===== config.mk =====
export PLATFORM = sky130hd
export DESIGN_NAME = config_loader
export DESIGN_NICKNAME = d
export VERILOG_FILES = /design/src/rtl/config_loader.sv
export SDC_FILE = /design/constraint.sdc
export NUM_CORES = 1
export LEC_CHECK = 0
export ABC_AREA = 1
export CAP_MARGIN = 20
export CELL_PAD_IN_SITES_DETAIL_PLACEMENT = 2
export CELL_PAD_IN_SITES_GLOBAL_PLACEMENT = 2
export CORE_MARGIN = 2
export CORE_UTILIZATION = 31
export DETAILED_ROUTE_END_ITERATION = 16
export PLACE_DENSITY = 0.87
export SLEW_MARGIN = 0
export SYNTH_ARGS = -nofsm -noshare
export SYNTH_HDL_FRONTEND = slang
export SYNTH_SLANG_ARGS = --single-unit

===== constraint.sdc =====
create_clock -name clk -period 5.2 [get_ports clk]
set_clock_uncertainty 0.15 [all_clocks]
set_input_delay 1.3 -clock clk [delete_from_list [all_inputs] [get_ports clk]]
set_output_delay 1.3 -clock clk [all_outputs]
set_load 0.02 [all_outputs]

===== src/rtl/config_loader.sv =====
// config_loader: turns a host word stream (header, addr/data pairs) into one-cycle writes on the tile config bus.
// Defining CONFIG_LOADER_CHECKSUM_EN adds a trailing XOR checksum word that is verified before the load completes.
`timescale 1ns/1ps
module config_loader #(
  parameter logic [15:0] MAGIC     = 16'hCF61,
  parameter logic [15:0] FLAG_MIN  = 16'd4,
  parameter logic [15:0] FLAG_MAX  = 16'd7,
  parameter int unsigned GAP       = 1,
  parameter logic [31:0] IDLE_ADDR = 32'h0
) (
  input  logic        clk,
  input  logic        reset,
  input  logic        stream_valid,
  input  logic [31:0] stream_data,
  output logic        stream_ready,
  output logic [31:0] config_addr,
  output logic [31:0] config_data,
  output logic        busy,
  output logic        done,
  output logic        error,
  output logic [15:0] write_count,
  output logic [2:0]  dbg_state
);

  // Handshake: a word transfers on a rising edge where stream_valid and stream_ready are both 1.
  // stream_ready is a registered decode of the state being entered, so it never depends on stream_valid.

  typedef enum logic [2:0] {
    S_HDR   = 3'd0,
    S_ADDR  = 3'd1,
    S_DATA  = 3'd2,
    S_ISSUE = 3'd3,
    S_GAP   = 3'd4,
    S_FIN   = 3'd5,
    S_ERR   = 3'd6
`ifdef CONFIG_LOADER_CHECKSUM_EN
    , S_CKSUM = 3'd7
`endif
  } state_t;

`ifdef CONFIG_LOADER_CHECKSUM_EN
  localparam state_t S_AFTER = S_CKSUM;
`else
  localparam state_t S_AFTER = S_FIN;
`endif

  localparam logic [3:0] GAP_CYC = 4'(GAP);

  state_t      state_q, state_d;
  logic        ready_q, ready_d;
  logic [31:0] addr_q, addr_d;
  logic [31:0] data_q, data_d;
  logic        busy_q, busy_d;
  logic        done_q, done_d;
  logic        error_q, error_d;
  logic [15:0] wc_q, wc_d;
  logic [15:0] n_q, n_d;
  logic [31:0] pair_addr_q, pair_addr_d;
  logic [3:0]  gap_q, gap_d;
`ifdef CONFIG_LOADER_CHECKSUM_EN
  logic [31:0] chk_q, chk_d;
`endif

  logic xfer;
  logic more;

  assign xfer = stream_valid & ready_q;
  assign more = (wc_q < n_q);

  always_comb begin
    state_d     = state_q;
    ready_d     = 1'b0;
    addr_d      = IDLE_ADDR;
    data_d      = data_q;
    busy_d      = busy_q;
    done_d      = done_q;
    error_d     = error_q;
    wc_d        = wc_q;
    n_d         = n_q;
    pair_addr_d = pair_addr_q;
    gap_d       = gap_q;
`ifdef CONFIG_LOADER_CHECKSUM_EN
    chk_d       = chk_q;
`endif
    case (state_q)
      S_HDR: begin
        if (xfer) begin
          if (stream_data[31:16] != MAGIC) begin
            state_d = S_ERR;
          end else begin
            n_d     = stream_data[15:0];
            wc_d    = 16'd0;
            done_d  = 1'b0;
            busy_d  = 1'b1;
`ifdef CONFIG_LOADER_CHECKSUM_EN
            chk_d   = stream_data;
`endif
            state_d = (stream_data[15:0] == 16'd0) ? S_AFTER : S_ADDR;
          end
        end
      end
      S_ADDR: begin
        if (xfer) begin
          if ((stream_data[31:16] < FLAG_MIN) || (stream_data[31:16] > FLAG_MAX)) begin
            state_d = S_ERR;
          end else begin
            pair_addr_d = stream_data;
`ifdef CONFIG_LOADER_CHECKSUM_EN
            chk_d       = chk_q ^ stream_data;
`endif
            state_d     = S_DATA;
          end
        end
      end
      S_DATA: begin
        // The bus registers load here so the write appears the cycle after the data word transfers.
        if (xfer) begin
          addr_d  = pair_addr_q;
          data_d  = stream_data;
          wc_d    = wc_q + 16'd1;
`ifdef CONFIG_LOADER_CHECKSUM_EN
          chk_d   = chk_q ^ stream_data;
`endif
          state_d = S_ISSUE;
        end
      end
      S_ISSUE: begin
        if (GAP_CYC != 4'd0) begin
          gap_d   = GAP_CYC - 4'd1;
          state_d = S_GAP;
        end else begin
          state_d = more ? S_ADDR : S_AFTER;
        end
      end
      S_GAP: begin
        if (gap_q == 4'd0) begin
          state_d = more ? S_ADDR : S_AFTER;
        end else begin
          gap_d = gap_q - 4'd1;
        end
      end
`ifdef CONFIG_LOADER_CHECKSUM_EN
      S_CKSUM: begin
        if (xfer) begin
          state_d = (stream_data == chk_q) ? S_FIN : S_ERR;
        end
      end
`endif
      S_FIN: begin
        state_d = S_HDR;
      end
      S_ERR: begin
        state_d = S_ERR;
      end
      default: begin
        state_d = S_ERR;
      end
    endcase

    // Status flags follow the state being entered so they line up with it on the outputs.
    if (state_d == S_FIN) begin
      busy_d = 1'b0;
      done_d = 1'b1;
    end
    if (state_d == S_ERR) begin
      busy_d  = 1'b0;
      error_d = 1'b1;
    end
    ready_d = (state_d == S_HDR) || (state_d == S_ADDR) || (state_d == S_DATA)
`ifdef CONFIG_LOADER_CHECKSUM_EN
              || (state_d == S_CKSUM)
`endif
              ;
  end

  always_ff @(posedge clk) begin
    if (reset) begin
      state_q     <= S_HDR;
      ready_q     <= 1'b0;
      addr_q      <= IDLE_ADDR;
      data_q      <= 32'h0;
      busy_q      <= 1'b0;
      done_q      <= 1'b0;
      error_q     <= 1'b0;
      wc_q        <= 16'd0;
      n_q         <= 16'd0;
      pair_addr_q <= 32'h0;
      gap_q       <= 4'd0;
`ifdef CONFIG_LOADER_CHECKSUM_EN
      chk_q       <= 32'h0;
`endif
    end else begin
      state_q     <= state_d;
      ready_q     <= ready_d;
      addr_q      <= addr_d;
      data_q      <= data_d;
      busy_q      <= busy_d;
      done_q      <= done_d;
      error_q     <= error_d;
      wc_q        <= wc_d;
      n_q         <= n_d;
      pair_addr_q <= pair_addr_d;
      gap_q       <= gap_d;
`ifdef CONFIG_LOADER_CHECKSUM_EN
      chk_q       <= chk_d;
`endif
    end
  end

  assign stream_ready = ready_q;
  assign config_addr  = addr_q;
  assign config_data  = data_q;
  assign busy         = busy_q;
  assign done         = done_q;
  assign error        = error_q;
  assign write_count  = wc_q;
  assign dbg_state    = state_q;

endmodule


# Word level (Yosys, flattened, before mapping)
# Cells that the tools add are included.
[totals]
out_inout_bits = 87
inputBits = 35
reg_bits = 139
wordCells = 74
[op_classes]
eq_ne = 15
mux = 19
bitwise_logic = 5
n_reduce_logical = 19
n_lt_le_gt_ge = 3
n_addsub = 2
[op_table]
columns = ["op", "n"]
rows = [
  ["$mux 16", 3],
  ["$pmux 16 s2", 1],
  ["$mux 3", 8],
  ["$pmux 3 s6", 1],
  ["$add 16x1->16 const B", 1],
  ["$gt 16x3->1 const B", 1],
  ["$logic_not 16->1", 1],
  ["$lt 16x16->1", 1],
  ["$lt 16x3->1 const B", 1],
  ["$ne 16x16->1 const B", 1],
  ["$eq 3x3->1 const B", 4],
  ["$eq 3x2->1 const B", 3],
  ["$reduce_and 3->1", 3],
  ["$ne 2x2->1 const B", 4],
  ["$pmux 4 s2", 1],
  ["$reduce_bool 2->1", 4],
  ["$eq 3x1->1 const B", 2],
  ["$logic_not 3->1", 2],
  ["$reduce_or 3->1", 2],
  ["$logic_not 4->1", 1],
  ["$mux 1", 4],
  ["$mux 4", 1],
  ["$not 1->1", 4],
  ["$reduce_and 2->1", 2],
  ["other kinds (5)", 7],
]

# Longest topological paths before layout
# Gate-level depths: netlist of the first run.
[logic_depth]
depth_word = 8
depth_mapped = 15
depth_no_buf = 15

# Least setup slack after synthesis of the first run
# OpenSTA, ideal clock, no wires.
[synth_path]
path_type = "input -> register"
startpoint = "input port stream_data[20]"
endpoint = "register wc_q[14], in the netlist write_count[14]"
setup_ps = 114
required_ps = 4936
t_arrival_ps = 2324
path_slack_ps = 2612
path_stages = 12
path_buffers = 0
cell_sequence = "inv_1 nand2_1 nor2_1 nand2_1 nor2_4 nand3_4 nand2_8 nand2_4 nor2_4 nand3_1 nand2_1 a21oi_2"
[synth_between]
elab_chain_len = 3
[synth_rtl]
columns = ["item", "line_no", "source"]
rows = [
  ["start, declared", "14", "input logic [31:0] stream_data,"],
  ["$ne 16x16->1", "88", "if (stream_data[31:16] != MAGIC) begin"],
  ["$ne 2x2->1 (no source line)", "--", ""],
  ["$reduce_and 4->1 (no source line)", "--", ""],
  ["end signal, assigned", "200", "wc_q <= wc_d;"],
  ["end, declared", "56", "logic [15:0] wc_q, wc_d;"],
]
# No other way between the ends.
# A chain may end at the register's enable or synchronous reset.

# Final worst setup path of the first run
[layout_path]
startpoint = "input port stream_data[28]"
endpoint = "register wc_q[2], in the netlist write_count[2]"
# Same word-level chain as after synthesis.

==> impl_metrics.ini, run 1 <==
[logic_synthesis]
synth_fp_nets = 772
synth_top_family_by_area = simple AND/OR/NAND/NOR gates
synth_compound_gate_area_share_pct = 15.2
synth_flop_cell = sky130_fd_sc_hd__dfxtp_1
count_of_different_cell_masters_after_synthesis = 36
async_set_reset_flop_share_out_of_synthesis_pct = 0
syn_area_per_cell_sq_um = 7.87
synth.area.mux_share_pct = 0
yosysSeqAreaShare_pct = 49.1
gate_count_of_the_mapped_netlist = 720
area_fraction_in_and_or_nand_and_nor_cells_after_synthesis_pct = 21.8
post_synth_xor_area_fraction_pct = 0.464
synth-seq-cells = 139
synth-adder-area-share_pct = 3.76
mappedNetlistArea_sq_um = 5660
synth-edff-count = 0
yosys_warnings = 0

[grt]
maximum_number_of_pins_on_one_net_before_global_route_repair = 52
initial_antenna_violation_count = 0
wire_length_of_the_first_global_routing_pass_mm = 31.3
grt_pass1_vias = 5807
grt_overflow_total = 0
total_routing_usage_gr_pct = 20.6

[floorplanning]
chipHeight_um = 139
chipWidth_um = 139
fp.dieArea_sq_um = 19400
core_region_area_sq_um = 18000
num_rows = 49
initial_utilization_pct = 31.5
design.portCount = 122

[route]
finalWirelength_mm = 19.4
route.vias.total = 5222
post-route-drc-count = 0
vias_per_cell = 4.84
drt.antenna.violating_nets = 0
dr.pass1.iters = 4
initialDrtViolationCount = 272
routed_wire_length_per_instance_um = 18.0

[critical_path]
worstSetupEndpointType = flip-flop
worst_setup_path_endpoint = write_count[2]
worst_setup_path_start_kind = input pin
r2r_start = dbg_state[0]
timing.critical_path.required_ns = 5.36
critical_path_class = input pin to flip-flop
slack_of_the_worst_reg_to_reg_path_ns = 2.86
timing.reg2reg.worst_path_depth = 8
crit_arrival_ns = 3.53
worst_r2r_endpoint = write_count[2]
crit_path_start = stream_data[28]
worst-path-max-fanout = 35

[timing]
drv_slew = 0
worst_slew_margin_rel_pct = 57.6
timing.final.crit_share_pct = 64.9
timing.setup.tns_ns = 0
tightest_pin_transition_ns = 0.636
grt_setup_unrepaired = no
finalHoldViolations = 0
fin_worst_hold_slack_ns = 0.276
setup_viol = 0
final.min_clock_period_ns = 3.37
max_clock_freq_mhz = 296

[clocking]
cts_sinks = 139
cts.repair.resized = 0
ctsLongestPathBuffers = 2
cts_root_buf = sky130_fd_sc_hd__clkbuf_16
cts_tree = done
htreeDepth = 4
post-cts-setup-buffer-count = 0
numCtsBuffers = 17
clk_pin_slew_worst_paths_ns = 0.07
hold_fix_buffer_count_after_cts = 0
clock_latency_late_sink_ns = 0.43

[power_and_ir_drop]
pwr_density_cell_nw_per_um2 = 382
leakagePower_uw = 0.00313
max_rail_drop_vdd_uv = 250

[placement]
post-dp-hpwl_mm = 13.3
post_place_cells = 1047
gpl.final_weighted_congestion = 0.772
port_buffers = 121

[cells_and_area]
most_common_library_cell_in_the_layout_ignoring_fill_and_taps = sky130_fd_sc_hd__dfxtp_1
layout.cells.most_common_list = sky130_fd_sc_hd__dfxtp_1, sky130_fd_sc_hd__nor2_1, sky130_fd_sc_hd__clkdlybuf4s50_1, sky130_fd_sc_hd__inv_1, sky130_fd_sc_hd__nand2_1
diodes = 0
final_net_count = 889
num-fill-cells = 2023
area.growth.synth_to_final_pct = 36.5
final_cell_count_no_fill = 1079
post_route_cells_drive_above_1_share_pct = 10.0

[outcome]
outcome = finished, final reports clean

[min_path]
timing.hold.worst.class = flip-flop to flip-flop

[job]
max_cap_violations = 0
-- per-layer routing --
layer / vias up / share of wire (%) / global-route usage (%)
met5: - / 0 / 0
li1: 2530 / - / -
met3: 17 / 3.7 / 4.45
met4: 0 / 1.5 / 6.70
met1: 2573 / 42 / 23.5
met2: 102 / 53 / 38.3
-- worst min-delay path by stage --
| stage | startpoint | to | slack [ns] | depth (start not counted) |
|---|---|---|---|---|
| 2_1_floorplan | pair_addr_q[19] | config_addr[19] | 0.26 | 2 |
| 3_3_place_gp | pair_addr_q[25] | config_addr[25] | 0.27 | 2 |
| 3_5_place_dp | pair_addr_q[28] | config_addr[28] | 0.27 | 2 |
| 4_1_cts | pair_addr_q[28] | config_addr[28] | 0.28 | 2 |
| 5_1_grt | pair_addr_q[28] | config_addr[28] | 0.31 | 2 |
| 6_report | pair_addr_q[28] | config_addr[28] | 0.28 | 2 |
-- state kept, by name (all words and copies together) (netlist names) --
name,count
busy,1
config_addr,32
config_data,32
dbg_state,3
done,1
error,1
gap_q,4
n_q,16
pair_addr_q,32
stream_ready,1
write_count,16
-- logic make-up (layout without fill, tap and decap cells) --
family / Yosys count / in the layout
and+or+nand+nor: 278 / 278
buffers and inverters: 143 / 273
AOI/OAI and AO/OA: 140 / 140
DFF: 139 / 139
adders and majority gates: 17 / 17
xor gates and xnor gates: 3 / 3
-- critical path: stages --
cell	delay, ns
sky130_fd_sc_hd__clkdlybuf4s50_1	0.44
sky130_fd_sc_hd__inv_2	0.08
sky130_fd_sc_hd__nand2_1	0.09
sky130_fd_sc_hd__nor2_1	0.16
sky130_fd_sc_hd__nand2_1	0.11
sky130_fd_sc_hd__nor2_4	0.12
sky130_fd_sc_hd__nand3_4	0.33
sky130_fd_sc_hd__nand2_1	0.37
sky130_fd_sc_hd__inv_1	0.26
sky130_fd_sc_hd__o21ai_0	0.18
sky130_fd_sc_hd__a21oi_1	0.07
-- final cells by class --
cell class / instances / area, sq um / share of cell area (%)
sequential: 139 / 2780 / 36.0
multi-input combinational: 438 / 2330 / 30.2
timing repair buffer: 126 / 1240 / 16.1
clock buffer: 18 / 439 / 5.68
inverter: 115 / 437 / 5.65
tap: 229 / 287 / 3.71
clock inverter: 14 / 208 / 2.69
-- synth_stat cells, types with 3 or more instances --
cell	number	area share, %
sky130_fd_sc_hd__a211oi_2	18	4.0
sky130_fd_sc_hd__a21oi_1	55	4.9
sky130_fd_sc_hd__buf_2	4	0.35
sky130_fd_sc_hd__clkbuf_1	23	1.5
sky130_fd_sc_hd__dfxtp_1	139	49
sky130_fd_sc_hd__ha_1	17	3.8
sky130_fd_sc_hd__inv_1	107	7.1
sky130_fd_sc_hd__inv_2	6	0.40
sky130_fd_sc_hd__nand2_1	77	5.1
sky130_fd_sc_hd__nand3_1	27	2.4
sky130_fd_sc_hd__nand4_1	9	0.99
sky130_fd_sc_hd__nor2_1	129	8.6
sky130_fd_sc_hd__nor2_2	6	0.66
sky130_fd_sc_hd__nor2_4	4	0.80
sky130_fd_sc_hd__nor3_1	14	1.2
sky130_fd_sc_hd__o21ai_0	57	5.0
sky130_fd_sc_hd__xor2_1	3	0.46
-- report_power, final --
group          internal (uW)  leakage (uW)  switching, uW
sequential              1120       0.00112           37.2
combinational            168       0.00169            285
clock                    830      0.000316            519
total                   2110       0.00313            841
-- per-stage QoR --
step	instance area (sq um)	power (uW)	util [%]	worst slack [ns]
final	7730	2960	43.0	1.83
after floorplan	5660	1420	-	2.61
after detailed placement	7080	1630	39.4	1.44
after CTS	7730	2990	43.0	1.80
after global routing	7730	3080	43.0	1.60
after global placement	7080	1620	39.4	1.54
No activity file was read; power rests on OpenSTA's default activity.
==> run 2, diff against run 1 <==
--- a/config.mk
+++ b/config.mk
@@ -10,9 +10,9 @@
 export CELL_PAD_IN_SITES_DETAIL_PLACEMENT = 2
 export CELL_PAD_IN_SITES_GLOBAL_PLACEMENT = 2
 export CORE_MARGIN = 2
-export CORE_UTILIZATION = 31
+export CORE_UTILIZATION = 26
 export DETAILED_ROUTE_END_ITERATION = 16
-export PLACE_DENSITY = 0.87
+export PLACE_DENSITY = 0.78
 export SLEW_MARGIN = 0
 export SYNTH_ARGS = -nofsm -noshare
 export SYNTH_HDL_FRONTEND = slang
==> constraint.sdc (replaced) <==
create_clock -name clk -period 3.1 [get_ports clk]
set_clock_uncertainty 0.15 [all_clocks]
set_input_delay 0.775 -clock clk [delete_from_list [all_inputs] [get_ports clk]]
set_output_delay 0.775 -clock clk [all_outputs]
set_load 0.02 [all_outputs]
==> impl_metrics.ini, run 2 (same netlist as run 1, synthesis figures left out) <==
[grt]
total_routing_usage_gr_pct = 17.3
wire_length_of_the_first_global_routing_pass_mm = 30.4
initial_antenna_violation_count = 0
maximum_number_of_pins_on_one_net_before_global_route_repair = 51
grt_pass1_vias = 5703
grt_overflow_total = 0

[floorplanning]
initial_utilization_pct = 26.7
chipWidth_um = 152
fp.dieArea_sq_um = 23000
core_region_area_sq_um = 21200
num_rows = 53
design.portCount = 122
chipHeight_um = 152

[route]
route.vias.total = 5182
drt.antenna.violating_nets = 0
initialDrtViolationCount = 225
finalWirelength_mm = 19.1
routed_wire_length_per_instance_um = 16.8
post-route-drc-count = 0
dr.pass1.iters = 5
vias_per_cell = 4.56

[outcome]
outcome = finished, final reports clean

[timing]
worst_slew_margin_rel_pct = 57.1
finalHoldViolations = 0
timing.final.crit_share_pct = 85.4
drv_slew = 0
max_clock_freq_mhz = 378
setup_viol = 0
fin_worst_hold_slack_ns = 0.280
grt_setup_unrepaired = no
tightest_pin_transition_ns = 0.644
timing.setup.tns_ns = 0
final.min_clock_period_ns = 2.65

[min_path]
min_delay_worst_endpoint = config_addr[27]
timing.hold.worst.class = flip-flop to flip-flop
whs_path_depth = 2
min-delay-start = pair_addr_q[27]

[cells_and_area]
post_route_cells_drive_above_1_share_pct = 11.0
diodes = 0
most_common_library_cell_in_the_layout_ignoring_fill_and_taps = sky130_fd_sc_hd__dfxtp_1
layout.cells.most_common_list = sky130_fd_sc_hd__dfxtp_1, sky130_fd_sc_hd__nor2_1, sky130_fd_sc_hd__clkdlybuf4s50_1, sky130_fd_sc_hd__inv_1, sky130_fd_sc_hd__nand2_1
post-route-cell-area_sq_um = 7810
area.growth.synth_to_final_pct = 37.9
final_net_count = 901

[power_and_ir_drop]
internal-power_uw = 3300
p_clk_share_pct = 42.4
switching_power_uw = 1400
seqPwrFrac_pct = 41.1
pwr_density_cell_nw_per_um2 = 603
pwr-share-comb_pct = 16.5
max_rail_drop_vdd_uv = 421
leakagePower_uw = 0.00314
power.share.switching_pct = 29.8

[critical_path]
crit_path_start = write_count[10]
worstPathBufferInverterCount = 1
crit_arrival_ns = 1.72
cpMaxStageDelayCell = sky130_fd_sc_hd__clkdlybuf4s50_1
cell_by_cell_listing_of_the_critical_path = clkdlybuf4s50_1
slack_of_the_worst_reg_to_reg_path_ns = 0.92
worstSetupEndpointType = output port
worst-path-max-fanout = 12
timing.reg2reg.worst_path_depth = 11
timing.critical_path.required_ns = 2.17
worst_r2r_endpoint = error
critical_path_class = flip-flop to output port
r2r_start = write_count[13]
worst_setup_path_start_kind = flip-flop
number_of_logic_stages_on_the_critical_path_including_buffering = 1
critical-path-max-stage-delay_ns = 0.70
critical_path.top_delay_family = buffers and inverters

[clocking]
cts.repair.resized = 0
clk_pin_slew_worst_paths_ns = 0.06
cts_tree = done
ctsLongestPathBuffers = 2
htreeDepth = 4
cts_root_buf = sky130_fd_sc_hd__clkbuf_16
cts_sinks = 139
clock_latency_late_sink_ns = 0.42
hold_fix_buffer_count_after_cts = 0
post-cts-setup-buffer-count = 0
numCtsBuffers = 17

[placement]
dpl-instance-area_sq_um = 7240
port_buffers = 121
gpl.final_weighted_congestion = 0.750
post-dp-hpwl_mm = 13.8

[job]
max_cap_violations = 0
-- run 2: worst max-delay path by stage --
| stage | end | slack (ns) |
|---|---|---|
| 6_report | write_count[10] | 0.45 |
| 3_3_place_gp | stream_ready | 0.31 |
| 3_5_place_dp | write_count[14] | 0.31 |
| 5_1_grt | write_count[10] | 0.38 |
| 2_1_floorplan | write_count[14] | 1.04 |
| 4_1_cts | write_count[10] | 0.43 |
-- run 2: area by class of cell --
| cell class | instances | area (sq um) |
|---|---|---|
| clock buffers | 18 | 439 |
| fillers | 2464 | 13400 |
| well taps | 275 | 344 |
| multi-input cells | 438 | 2330 |
| inverters | 115 | 437 |
| repair buffers | 138 | 1340 |
| flip-flops and latches | 139 | 2780 |
| clock inverters | 13 | 133 |
-- run 2: stage by stage --
stage                     cells  worst slack, ns  utilization (%)  power (uW)
after global placement     1105            0.313             34.1        2740
after detailed placement   1105            0.305             34.1        2760
after CTS                  1136            0.431             36.8        4780
final                      1136            0.453             36.8        4710
after floorplan             720             1.04                -        2380
after global routing       1136            0.377             36.8        4940
-- run 2: worst reg2reg max path, delay by kind of cell (launching register included) --
kind	cells	cell delay, ns
and+or+nand+nor	7	0.82
buffers and inverters	1	0.04
AOI/OAI and AO/OA	2	0.21
adders and majority gates	1	0.32
DFF	1	0.52
-- run 2: power groups by stage --
| stage | registers, uW | clock network, uW | logic, uW |
|---|---|---|---|
| 2_1_floorplan | 2060 | 0 | 323 |
| 3_3_place_gp | 1970 | 0 | 763 |
| 3_5_place_dp | 1970 | 0 | 781 |
| 4_1_cts | 1940 | 2050 | 793 |
| 5_1_grt | 1950 | 2130 | 863 |
| 6_report | 1930 | 1990 | 777 |
-- run 2: layer usage --
metal | track usage (%) | up-vias | part of all wire [%]
li1 | - | 2547 | -
met5 | 0 | - | 0
met1 | 20.4 | 2527 | 44
met3 | 3.86 | 15 | 3.9
met2 | 31.3 | 93 | 51
met4 | 5.56 | 0 | 1.4
==> run 3, diff against run 2 <==
--- a/config.mk
+++ b/config.mk
@@ -5,7 +5,6 @@
 export SDC_FILE = /design/constraint.sdc
 export NUM_CORES = 1
 export LEC_CHECK = 0
-export ABC_AREA = 1
 export CAP_MARGIN = 20
 export CELL_PAD_IN_SITES_DETAIL_PLACEMENT = 2
 export CELL_PAD_IN_SITES_GLOBAL_PLACEMENT = 2
==> constraint.sdc (replaced) <==
create_clock -name clk -period 2.2 [get_ports clk]
set_clock_uncertainty 0.15 [all_clocks]
set_input_delay 0.55 -clock clk [delete_from_list [all_inputs] [get_ports clk]]
set_output_delay 0.55 -clock clk [all_outputs]
set_load 0.02 [all_outputs]
==> impl_metrics.ini, run 3 <==
[critical_path]
timing.reg2reg.worst_path_depth = 9
slack_of_the_worst_reg_to_reg_path_ns = 0
crit_path_start = stream_data[8]
worst_setup_path_endpoint = error
crit_arrival_ns = 2.46
worst_setup_path_start_kind = input pin
r2r_start = n_q[8]
timing.critical_path.required_ns = 2.39
worstSetupEndpointType = flip-flop
worst_r2r_endpoint = error
worst-path-max-fanout = 2
critical_path_class = input pin to flip-flop

[route]
routed_wire_length_per_instance_um = 19.1
route.vias.total = 5219
dr.pass1.iters = 4
drt.antenna.violating_nets = 0
finalWirelength_mm = 21.1
initialDrtViolationCount = 192
post-route-drc-count = 0
vias_per_cell = 4.73

[logic_synthesis]
yosys_warnings = 0
yosysMostFrequentCell = sky130_fd_sc_hd__nand2_1
synth_flop_cell = sky130_fd_sc_hd__dfxtp_1
synth.top_cells.by_count = sky130_fd_sc_hd__nand2_1, sky130_fd_sc_hd__dfxtp_1, sky130_fd_sc_hd__a21oi_1, sky130_fd_sc_hd__and2_1, sky130_fd_sc_hd__clkbuf_1
count_of_different_cell_masters_after_synthesis = 44
synth_largest_area_cell = sky130_fd_sc_hd__dfxtp_1
synth_fp_nets = 674
gate_count_of_the_mapped_netlist = 622
synth.top_cell.area_share_pct = 52.5
synth-edff-count = 0
async_set_reset_flop_share_out_of_synthesis_pct = 0
yosysSeqAreaShare_pct = 52.5
synth-seq-cells = 139
mappedNetlistArea_sq_um = 5300
syn_area_per_cell_sq_um = 8.52
leading_cell_types_by_total_area_after_synthesis = sky130_fd_sc_hd__dfxtp_1, sky130_fd_sc_hd__nand2_1, sky130_fd_sc_hd__a21oi_1

[floorplanning]
core_region_area_sq_um = 20100
chipHeight_um = 147
design.portCount = 122
num_rows = 52
chipWidth_um = 147
initial_utilization_pct = 26.4
fp.dieArea_sq_um = 21500

[grt]
maximum_number_of_pins_on_one_net_before_global_route_repair = 33
initial_antenna_violation_count = 1
total_routing_usage_gr_pct = 19.5
grt_pass1_vias = 5961
grt_overflow_total = 0
wire_length_of_the_first_global_routing_pass_mm = 32.6

[timing]
timing.setup.tns_ns = -0.140
max_clock_freq_mhz = 441
fin_worst_hold_slack_ns = 0.229
worst_slew_margin_rel_pct = 72.1
timing.final.crit_share_pct = 103
setup_slack_ns = -0.0684
drv_slew = 0
tightest_pin_transition_ns = 0.418
final.min_clock_period_ns = 2.27
setup_viol = 4
grt_setup_unrepaired = yes
finalHoldViolations = 0

[clocking]
cts_sinks = 139
cts_root_buf = sky130_fd_sc_hd__clkbuf_16
numCtsBuffers = 17
clock_latency_late_sink_ns = 0.43
hold_fix_buffer_count_after_cts = 0
ctsLongestPathBuffers = 2
htreeDepth = 4
clk_pin_slew_worst_paths_ns = 0.07
cts_tree = done

[outcome]
outcome = finished with violations
violated_checks = negative setup slack

[cells_and_area]
post-route-cell-area_sq_um = 8180
layout.cells.most_common_list = sky130_fd_sc_hd__nand2_1, sky130_fd_sc_hd__dfxtp_1, sky130_fd_sc_hd__buf_4, sky130_fd_sc_hd__a21oi_1, sky130_fd_sc_hd__clkdlybuf4s50_1
most_common_library_cell_in_the_layout_ignoring_fill_and_taps = sky130_fd_sc_hd__nand2_1
final_net_count = 873
post_route_cells_drive_above_1_share_pct = 21.0
area.growth.synth_to_final_pct = 54.3

[power_and_ir_drop]
power_uw = 6250
pwr_density_cell_nw_per_um2 = 765
leakagePower_uw = 0.00311
max_rail_drop_vdd_uv = 566

[placement]
dpl-instance-area_sq_um = 7360
dp_slack_ns = -0.784
gpl.final_weighted_congestion = 0.806
port_buffers = 121
post-dp-hpwl_mm = 14.8

[min_path]
timing.hold.worst.class = input pin to flip-flop

[job]
max_cap_violations = 0
run 3: critical path, cell delays in order:
cell and delay, ns:
sky130_fd_sc_hd__clkdlybuf4s50_1 0.52, sky130_fd_sc_hd__nor4_4 0.37, sky130_fd_sc_hd__and4_4 0.31, sky130_fd_sc_hd__o31ai_4 0.08
sky130_fd_sc_hd__o211ai_1 0.15, sky130_fd_sc_hd__buf_4 0.19, sky130_fd_sc_hd__nor3_4 0.04, sky130_fd_sc_hd__a311oi_2 0.24
run 3: cell families after synthesis:
| logic type | count (synthesis) | share of synthesized area [%] |
|---|---|---|
| XOR/XNOR | 12 | 1.98 |
| flip-flops | 139 | 52.5 |
| AO/OA/AOI/OAI | 112 | 11.4 |
| adder cells (fa/ha/maj) | 17 | 4.01 |
| AND/OR/NAND/NOR | 289 | 26.3 |
| buffers and inverters | 53 | 3.78 |
run 3: metal layers:
layer	wire (um)	global-route usage [%]
met1	8360	20.3
met2	11300	37.1
met3	1030	5.47
met4	359	6.80
met5	0	0
run 3: final cells by class:
type,instances,area (sq um)
clock buffer,19,443
timing repair buffer,210,1870
tap,270,338
sequential,139,2800
fill,2170,11900
antenna,1,2.50
clock inverter,12,115
multi-input combinational,430,2530
inverter,23,86.3
run 3: repair_timing:
action / in CTS / in global routing
pin swaps: 21 / 18
resized for setup: 66 / 36
buffers inserted: 5 / 6
setup endpoints to repair: 89 / 60
run 3: per-stage QoR:
step,instances,utilization [%]
6_report,1104,40.7
4_1_cts,1097,39.8
3_3_place_gp,1061,36.6
2_1_floorplan,622,-
5_1_grt,1103,40.7
3_5_place_dp,1061,36.6
run 3: power by group:
group	switching [uW]	internal (uW)	total [uW]
clock network	1180	1590	2760
logic	478	376	855
registers	65.6	2570	2630
total	1720	4530	6250
run 3: worst min-delay path by stage:
stage | from | endpoint | slack (ns) | cells past startpoint
detailed placement | pair_addr_q[29] | pair_addr_q[29] | 0.29 | 1
floorplan | pair_addr_q[19] | config_addr[19] | 0.27 | 1
global route | stream_data[29] | config_data[29] | 0.21 | 3
CTS | stream_data[29] | config_data[29] | 0.21 | 3
finish | stream_data[20] | config_data[20] | 0.23 | 3
global placement | pair_addr_q[25] | pair_addr_q[25] | 0.28 | 1
